### src/rtl/rf_wb_arbiter_pkg.sv
// Shared widths, requester indices and slot record for the writeback arbiter.
package rf_wb_arbiter_pkg;

  localparam int AW_DEFAULT = 5;
  localparam int DW_DEFAULT = 32;

  localparam logic REQ_ALU = 1'b0;
  localparam logic REQ_MEM = 1'b1;

  typedef struct packed {
    logic                  full;
    logic                  age;
    logic [AW_DEFAULT-1:0] a3;
    logic [DW_DEFAULT-1:0] wd;
  } slot_t;

endpackage

### src/rtl/rf_wb_slot.sv
// One-entry holding slot for a writeback requester; age=1 marks it younger than its peer.
module rf_wb_slot
  import rf_wb_arbiter_pkg::*;
#(
  parameter int DW = DW_DEFAULT,
  parameter int AW = AW_DEFAULT
) (
  input  logic          clk,
  input  logic          rst,
  input  logic          valid,
  input  logic [AW-1:0] a3,
  input  logic [DW-1:0] wd,
  input  logic          grant,
  input  logic          load_age,
  input  logic          clr_age,
  output logic          ready,
  output logic          load,
  output logic          full,
  output logic          age,
  output logic [AW-1:0] slot_a3,
  output logic [DW-1:0] slot_wd
);

  assign ready = (!full || grant) && !rst;
  // Writes to register 0 are handshaken but never buffered.
  assign load  = valid && ready && (a3 != '0);

  always_ff @(posedge clk) begin
    if (rst) begin
      full    <= 1'b0;
      age     <= 1'b0;
      slot_a3 <= '0;
      slot_wd <= '0;
    end else if (load) begin
      full    <= 1'b1;
      age     <= load_age;
      slot_a3 <= a3;
      slot_wd <= wd;
    end else begin
      if (grant)   full <= 1'b0;
      if (clr_age) age  <= 1'b0;
    end
  end

endmodule

### src/rtl/rf_wb_arbiter.sv
// Two-requester register-file writeback arbiter with registered write port and hazard flags.
module rf_wb_arbiter
  import rf_wb_arbiter_pkg::*;
#(
  parameter int DW = DW_DEFAULT,
  parameter int AW = AW_DEFAULT
) (
  input  logic          clk,
  input  logic          rst,
  input  logic          alu_valid,
  input  logic [AW-1:0] alu_a3,
  input  logic [DW-1:0] alu_wd,
  output logic          alu_ready,
  input  logic          mem_valid,
  input  logic [AW-1:0] mem_a3,
  input  logic [DW-1:0] mem_wd,
  output logic          mem_ready,
  output logic          rf_wr,
  output logic [AW-1:0] rf_a3,
  output logic [DW-1:0] rf_wd,
  input  logic [AW-1:0] rd_a1,
  input  logic [AW-1:0] rd_a2,
  output logic          hz1,
  output logic          hz2,
  output logic          idle
);

  logic          alu_full, alu_age, alu_load, alu_grant;
  logic          mem_full, mem_age, mem_load, mem_grant;
  logic [AW-1:0] alu_q_a3, mem_q_a3;
  logic [DW-1:0] alu_q_wd, mem_q_wd;
  logic          last_grant;

  // A new entry is younger whenever its peer still holds an older entry after this edge.
  rf_wb_slot #(.DW(DW), .AW(AW)) u_alu_slot (
    .clk(clk), .rst(rst), .valid(alu_valid), .a3(alu_a3), .wd(alu_wd),
    .grant(alu_grant), .load_age(mem_full && !mem_grant), .clr_age(mem_load),
    .ready(alu_ready), .load(alu_load), .full(alu_full), .age(alu_age),
    .slot_a3(alu_q_a3), .slot_wd(alu_q_wd)
  );

  rf_wb_slot #(.DW(DW), .AW(AW)) u_mem_slot (
    .clk(clk), .rst(rst), .valid(mem_valid), .a3(mem_a3), .wd(mem_wd),
    .grant(mem_grant), .load_age((alu_full && !alu_grant) || alu_load), .clr_age(alu_load),
    .ready(mem_ready), .load(mem_load), .full(mem_full), .age(mem_age),
    .slot_a3(mem_q_a3), .slot_wd(mem_q_wd)
  );

  // Same destination must commit in program order, so age beats round-robin there.
  always_comb begin
    alu_grant = 1'b0;
    mem_grant = 1'b0;
    if (alu_full && mem_full) begin
      if (alu_q_a3 == mem_q_a3) begin
        if (alu_age) mem_grant = 1'b1;
        else         alu_grant = 1'b1;
      end else if (last_grant == REQ_MEM) begin
        alu_grant = 1'b1;
      end else begin
        mem_grant = 1'b1;
      end
    end else begin
      alu_grant = alu_full;
      mem_grant = mem_full;
    end
  end

  always_ff @(posedge clk) begin
    if (rst) begin
      rf_wr      <= 1'b0;
      rf_a3      <= '0;
      rf_wd      <= '0;
      last_grant <= REQ_MEM;
    end else if (alu_grant) begin
      rf_wr      <= 1'b1;
      rf_a3      <= alu_q_a3;
      rf_wd      <= alu_q_wd;
      last_grant <= REQ_ALU;
    end else if (mem_grant) begin
      rf_wr      <= 1'b1;
      rf_a3      <= mem_q_a3;
      rf_wd      <= mem_q_wd;
      last_grant <= REQ_MEM;
    end else begin
      rf_wr      <= 1'b0;
    end
  end

  assign hz1 = !rst && (rd_a1 != '0) &&
               ((alu_full && alu_q_a3 == rd_a1) || (mem_full && mem_q_a3 == rd_a1) ||
                (rf_wr && rf_a3 == rd_a1));
  assign hz2 = !rst && (rd_a2 != '0) &&
               ((alu_full && alu_q_a3 == rd_a2) || (mem_full && mem_q_a3 == rd_a2) ||
                (rf_wr && rf_a3 == rd_a2));

  assign idle = !alu_full && !mem_full && !rf_wr;

endmodule

### config.mk
export PLATFORM = sky130hd
export DESIGN_NAME = rf_wb_arbiter
export DESIGN_NICKNAME = d
export VERILOG_FILES = /design/src/rtl/rf_wb_arbiter_pkg.sv /design/src/rtl/rf_wb_slot.sv /design/src/rtl/rf_wb_arbiter.sv
export SDC_FILE = /design/constraint.sdc
export NUM_CORES = 1
export LEC_CHECK = 0
export BUFFER_PORTS_ARGS = -buffer_cell sky130_fd_sc_hd__buf_2
export CORE_ASPECT_RATIO = 1.75
export CORE_MARGIN = 2
export CORE_UTILIZATION = 30
export CTS_CLUSTER_DIAMETER = 80
export DETAILED_ROUTE_END_ITERATION = 6
export HOLD_SLACK_MARGIN = 0.12
export PLACE_DENSITY = 0.58
export SLEW_MARGIN = 40
export SYNTH_ARGS = -nofsm -noshare
export SYNTH_HDL_FRONTEND = slang
export SYNTH_SLANG_ARGS = --single-unit
### constraint.sdc
create_clock -name clk -period 3.4 [get_ports clk]
set_input_delay 0.34 -clock clk [delete_from_list [all_inputs] [get_ports clk]]
set_output_delay 0.34 -clock clk [all_outputs]
set_load 0.01 [all_outputs]
==> Flow_metrics.wiki <==
{| class="wikitable"
! Metric !! Value
|-
| # fillers || 1939
|-
| Clock Power Share || 48.0%
|-
| Fraction of the yosys area taken by sequential cells || 41.2%
|-
| WL/cell || 17.0 µm
|-
| Antenna violations before repair || 0
|-
| DRC violations left || 0
|-
| Top cell type's share of synthesized area || 41.2%
|-
| 1st-pass router iterations || 4
|-
| Site Rows || 66
|-
| Leading cell types in the layout, fill and taps excluded || sky130_fd_sc_hd__nand2b_1, sky130_fd_sc_hd__buf_2, sky130_fd_sc_hd__dfxtp_1, sky130_fd_sc_hd__mux2i_1, sky130_fd_sc_hd__a221o_1
|-
| Areal power density over the cells || 548 nW/µm²
|-
| Depth of the worst hold-timing path || 3
|-
| Minimum clock period after layout || 2.71 ns
|-
| Setup repair bufs after CTS || 0
|-
| Post-synthesis cell count || 554
|-
| Vias after detailed routing || 4484
|-
| Switching Fraction || 24.5%
|-
| Wirelength, routed || 15600 µm
|-
| Number of buffers created by CTS || 17
|-
| Number of top-level pins || 131
|-
| Async set-reset flop share out of synthesis || 0%
|-
| Final-report max-slew violation count || 0
|-
| Max-capacitance violation count || 0
|-
| Run status || complete, no violations
|-
| Slew @ Worst Pin || 0.781 ns
|-
| Overall die height || 185 µm
|-
| All-Layer GR Usage || 15.7%
|-
| CP max FO || 6
|-
| Detailed-routing wirelength on met1 || 6030 µm
|-
| Endpoint type of the worst setup path || primary output
|-
| Type of the worst min-delay path || in -> reg
|-
| Clock input transition at the sequential cells of the worst setup and hold paths || 0.06 ns
|-
| Critical Setup Path Class || reg -> out
|-
| RSZ-0062 raised after global routing || false
|-
| Metal2 WL || 8300 µm
|-
| Final worst-path cycle share || 79.8%
|-
| Cell type contributing the most total cell area after synthesis || sky130_fd_sc_hd__dfxtp_1
|-
| Most common cell after layout, fill and taps aside || sky130_fd_sc_hd__nand2b_1
|-
| Resized Gates After CTS || 0
|-
| TritonCTS clock tree || done
|-
| Startpoint types || flop
|-
| NetSw || 0.954 mW
|-
| I/O Buffers || 130
|-
| Synth Area per Inst || 10.2 µm²
|-
| Largest net degree at the start of global routing || 99
|-
| Post-DP HPWL || 11000 µm
|-
| Max VDD drop || 0.325 mV
|-
| Via count of the first global-routing pass || 4690
|-
| Signed area change from the synthesized netlist to the final layout || 25.9%
|-
| Clock insertion delay at the later pin of the skew report || 0.42 ns
|-
| GPL Wtd Cong || 0.931
|-
| Synth Net Count || 642
|-
| Sequential share of power || 39.5%
|-
| Hold path startpoint || mem_wd[9]
|-
| Initial standard-cell utilization of the core || 30.5%
|-
| Most common flop cell mapped by yosys || sky130_fd_sc_hd__dfxtp_1
|-
| Worst rel slew slack || 47.9%
|-
| Warning count from the yosys run || 0
|-
| Area of the core || 18500 µm²
|-
| Met3 wire len || 699 µm
|-
| Inserted Diodes || 0
|-
| Fin Clk Skew || 0.00775 ns
|-
| Count of state elements after synthesis || 116
|-
| Post-synth cell types || 37
|-
| Number of hold-repair buffers added at the cts stage || 0
|-
| End of the worst hold path || u_mem_slot.slot_wd[9]
|-
| Final setup vio count || 0
|-
| Overall power after layout || 3.89 mW
|-
| Worst EP arrival || 2.37 ns
|-
| Setup tns final || 0 ns
|-
| Final Net Count || 757
|-
| CTS sink count || 116
|-
| Remaining antenna violation count after routing || 0
|-
| Cell internal pwr || 2.93 mW
|-
| Clock root buffer || sky130_fd_sc_hd__clkbuf_16
|-
| Via/cell ratio || 4.88
|-
| Endpoint of the worst-slack reg-to-reg timing path || u_alu_slot.slot_wd[18]
|-
| Fraction of final layout cells sized beyond drive strength 1 || 26.7%
|-
| Combinational fraction of design power || 12.5%
|-
| Area contributors post-synth || sky130_fd_sc_hd__dfxtp_1, sky130_fd_sc_hd__nand2b_1, sky130_fd_sc_hd__mux2i_1, sky130_fd_sc_hd__a221o_1, sky130_fd_sc_hd__a22o_1
|-
| Uppermost metal layer occupied by signal nets || met4
|-
| Die X-Extent || 108 µm
|-
| Reg2reg setup slack || 0.78 ns
|-
| Startpoint of the worst-slack reg-to-reg timing path || u_mem_slot.slot_a3[2]
|-
| Critical path required time || 3.06 ns
|-
| Area of the mapped netlist || 5640 µm²
|-
| Depth of the most critical reg-to-reg path || 6
|-
| Global-route wire length before repair || 23900 µm
|-
| Final hold violations || 0
|-
| Detailed router's first-iteration violation count || 224
|-
| Htree depth || 4
|-
| Die Area || 20000 µm²
|-
| Overflow left after global routing || 0
|-
| Number of buffers on the longest clock path || 2
|-
| Static Leak || 3.11 nW
|-
| Post-synth EDFFs || 0
|-
| Maximum operating frequency || 0.369 GHz
|}
logic make-up after synthesis:
kind of cell / count (synthesis) / share of synthesized area [%]
simple gates: 182 / 20.4
flops: 116 / 41.2
compound gates: 95 / 15.3
mux: 72 / 12.8
buf+inv: 54 / 4.90
xor+xnor: 35 / 5.43
sequential cells by signal, summed over array words and instances, names as in the netlist:
name and cells:
rf_wd 32, u_alu_slot.slot_wd 32, u_mem_slot.slot_wd 32, rf_a3 5, u_alu_slot.slot_a3 5, u_mem_slot.slot_a3 5
last_grant 1, rf_wr 1, u_alu_slot.age 1, u_alu_slot.full 1, u_mem_slot.full 1
how the worst max path moves through the flow:
stage,startpoint,endpoint,slack (ns),cells after the start
finish,u_mem_slot.slot_a3[4],alu_ready,0.69,6
global route,u_mem_slot.slot_a3[2],u_alu_slot.slot_wd[24],0.55,6
CTS,u_mem_slot.slot_a3[4],alu_ready,0.70,6
detailed placement,u_mem_slot.slot_a3[2],u_alu_slot.slot_wd[13],0.73,6
global placement,u_mem_slot.slot_a3[4],rf_a3[1],0.75,6
floorplan,u_mem_slot.slot_a3[1],u_alu_slot.slot_wd[10],1.51,8
metrics by stage:
stage	hold slack (ns)	std cells	area (µm²)	utilization [%]	setup WS, ns
floorplan	0.449	554	5640	-	1.51
global placement	0.458	887	6480	35.0	0.748
detailed placement	0.466	888	6490	35.1	0.726
CTS	0.164	919	7100	38.4	0.695
global route	0.181	919	7100	38.4	0.552
finish	0.179	919	7100	38.4	0.687
cell usage after synthesis, drive strengths merged, types with 2 or more instances:
cell and instances:
a21oi 5, nand2b 139, a22o 35, a211oi 2
o32ai 4, mux2i 72, xor2 29, dfxtp 116
inv 7, o21ai 4, nand2 3, nor3 7
or4 4, a311oi 3, a221o 37, buf 21
nor4 8, a31oi 2, nand3 8, nand3b 4
nor2 6, xnor2 6, clkbuf 26
power groups by stage:
stage / Sequential, mW / Combinational, mW / Clock [mW]
floorplan: 1.54 / 0.327 / 0
global placement: 1.56 / 0.481 / 0
detailed placement: 1.56 / 0.491 / 0
CTS: 1.53 / 0.494 / 1.90
global route: 1.55 / 0.532 / 1.96
finish: 1.53 / 0.487 / 1.87
routing by layer:
metal | up-vias | GRT usage (%)
met5 | - | 0
met4 | 0 | 8.46
met3 | 36 | 3.66
met2 | 127 | 28.2
met1 | 2128 | 16.6
li1 | 2193 | -
critical path, cell delays in order, from the launching register on:
cell and delay, ns:
sky130_fd_sc_hd__dfxtp_1 0.45, sky130_fd_sc_hd__xor2_1 0.27, sky130_fd_sc_hd__nor2_2 0.14, sky130_fd_sc_hd__and3_1 0.29, sky130_fd_sc_hd__nor3_1 0.54, sky130_fd_sc_hd__nor2_1 0.09, sky130_fd_sc_hd__buf_2 0.17
final cells by class:
cell class / instances / area, µm² / area share [%]
multi-input combinational: 384 / 3070 / 43.3
sequential: 116 / 2320 / 32.7
timing repair buffer: 143 / 767 / 10.8
clock buffer: 21 / 460 / 6.48
tap: 238 / 298 / 4.19
clock inverter: 10 / 155 / 2.18
inverter: 7 / 26.3 / 0.370
No activity file was read; power rests on OpenSTA's default activity.
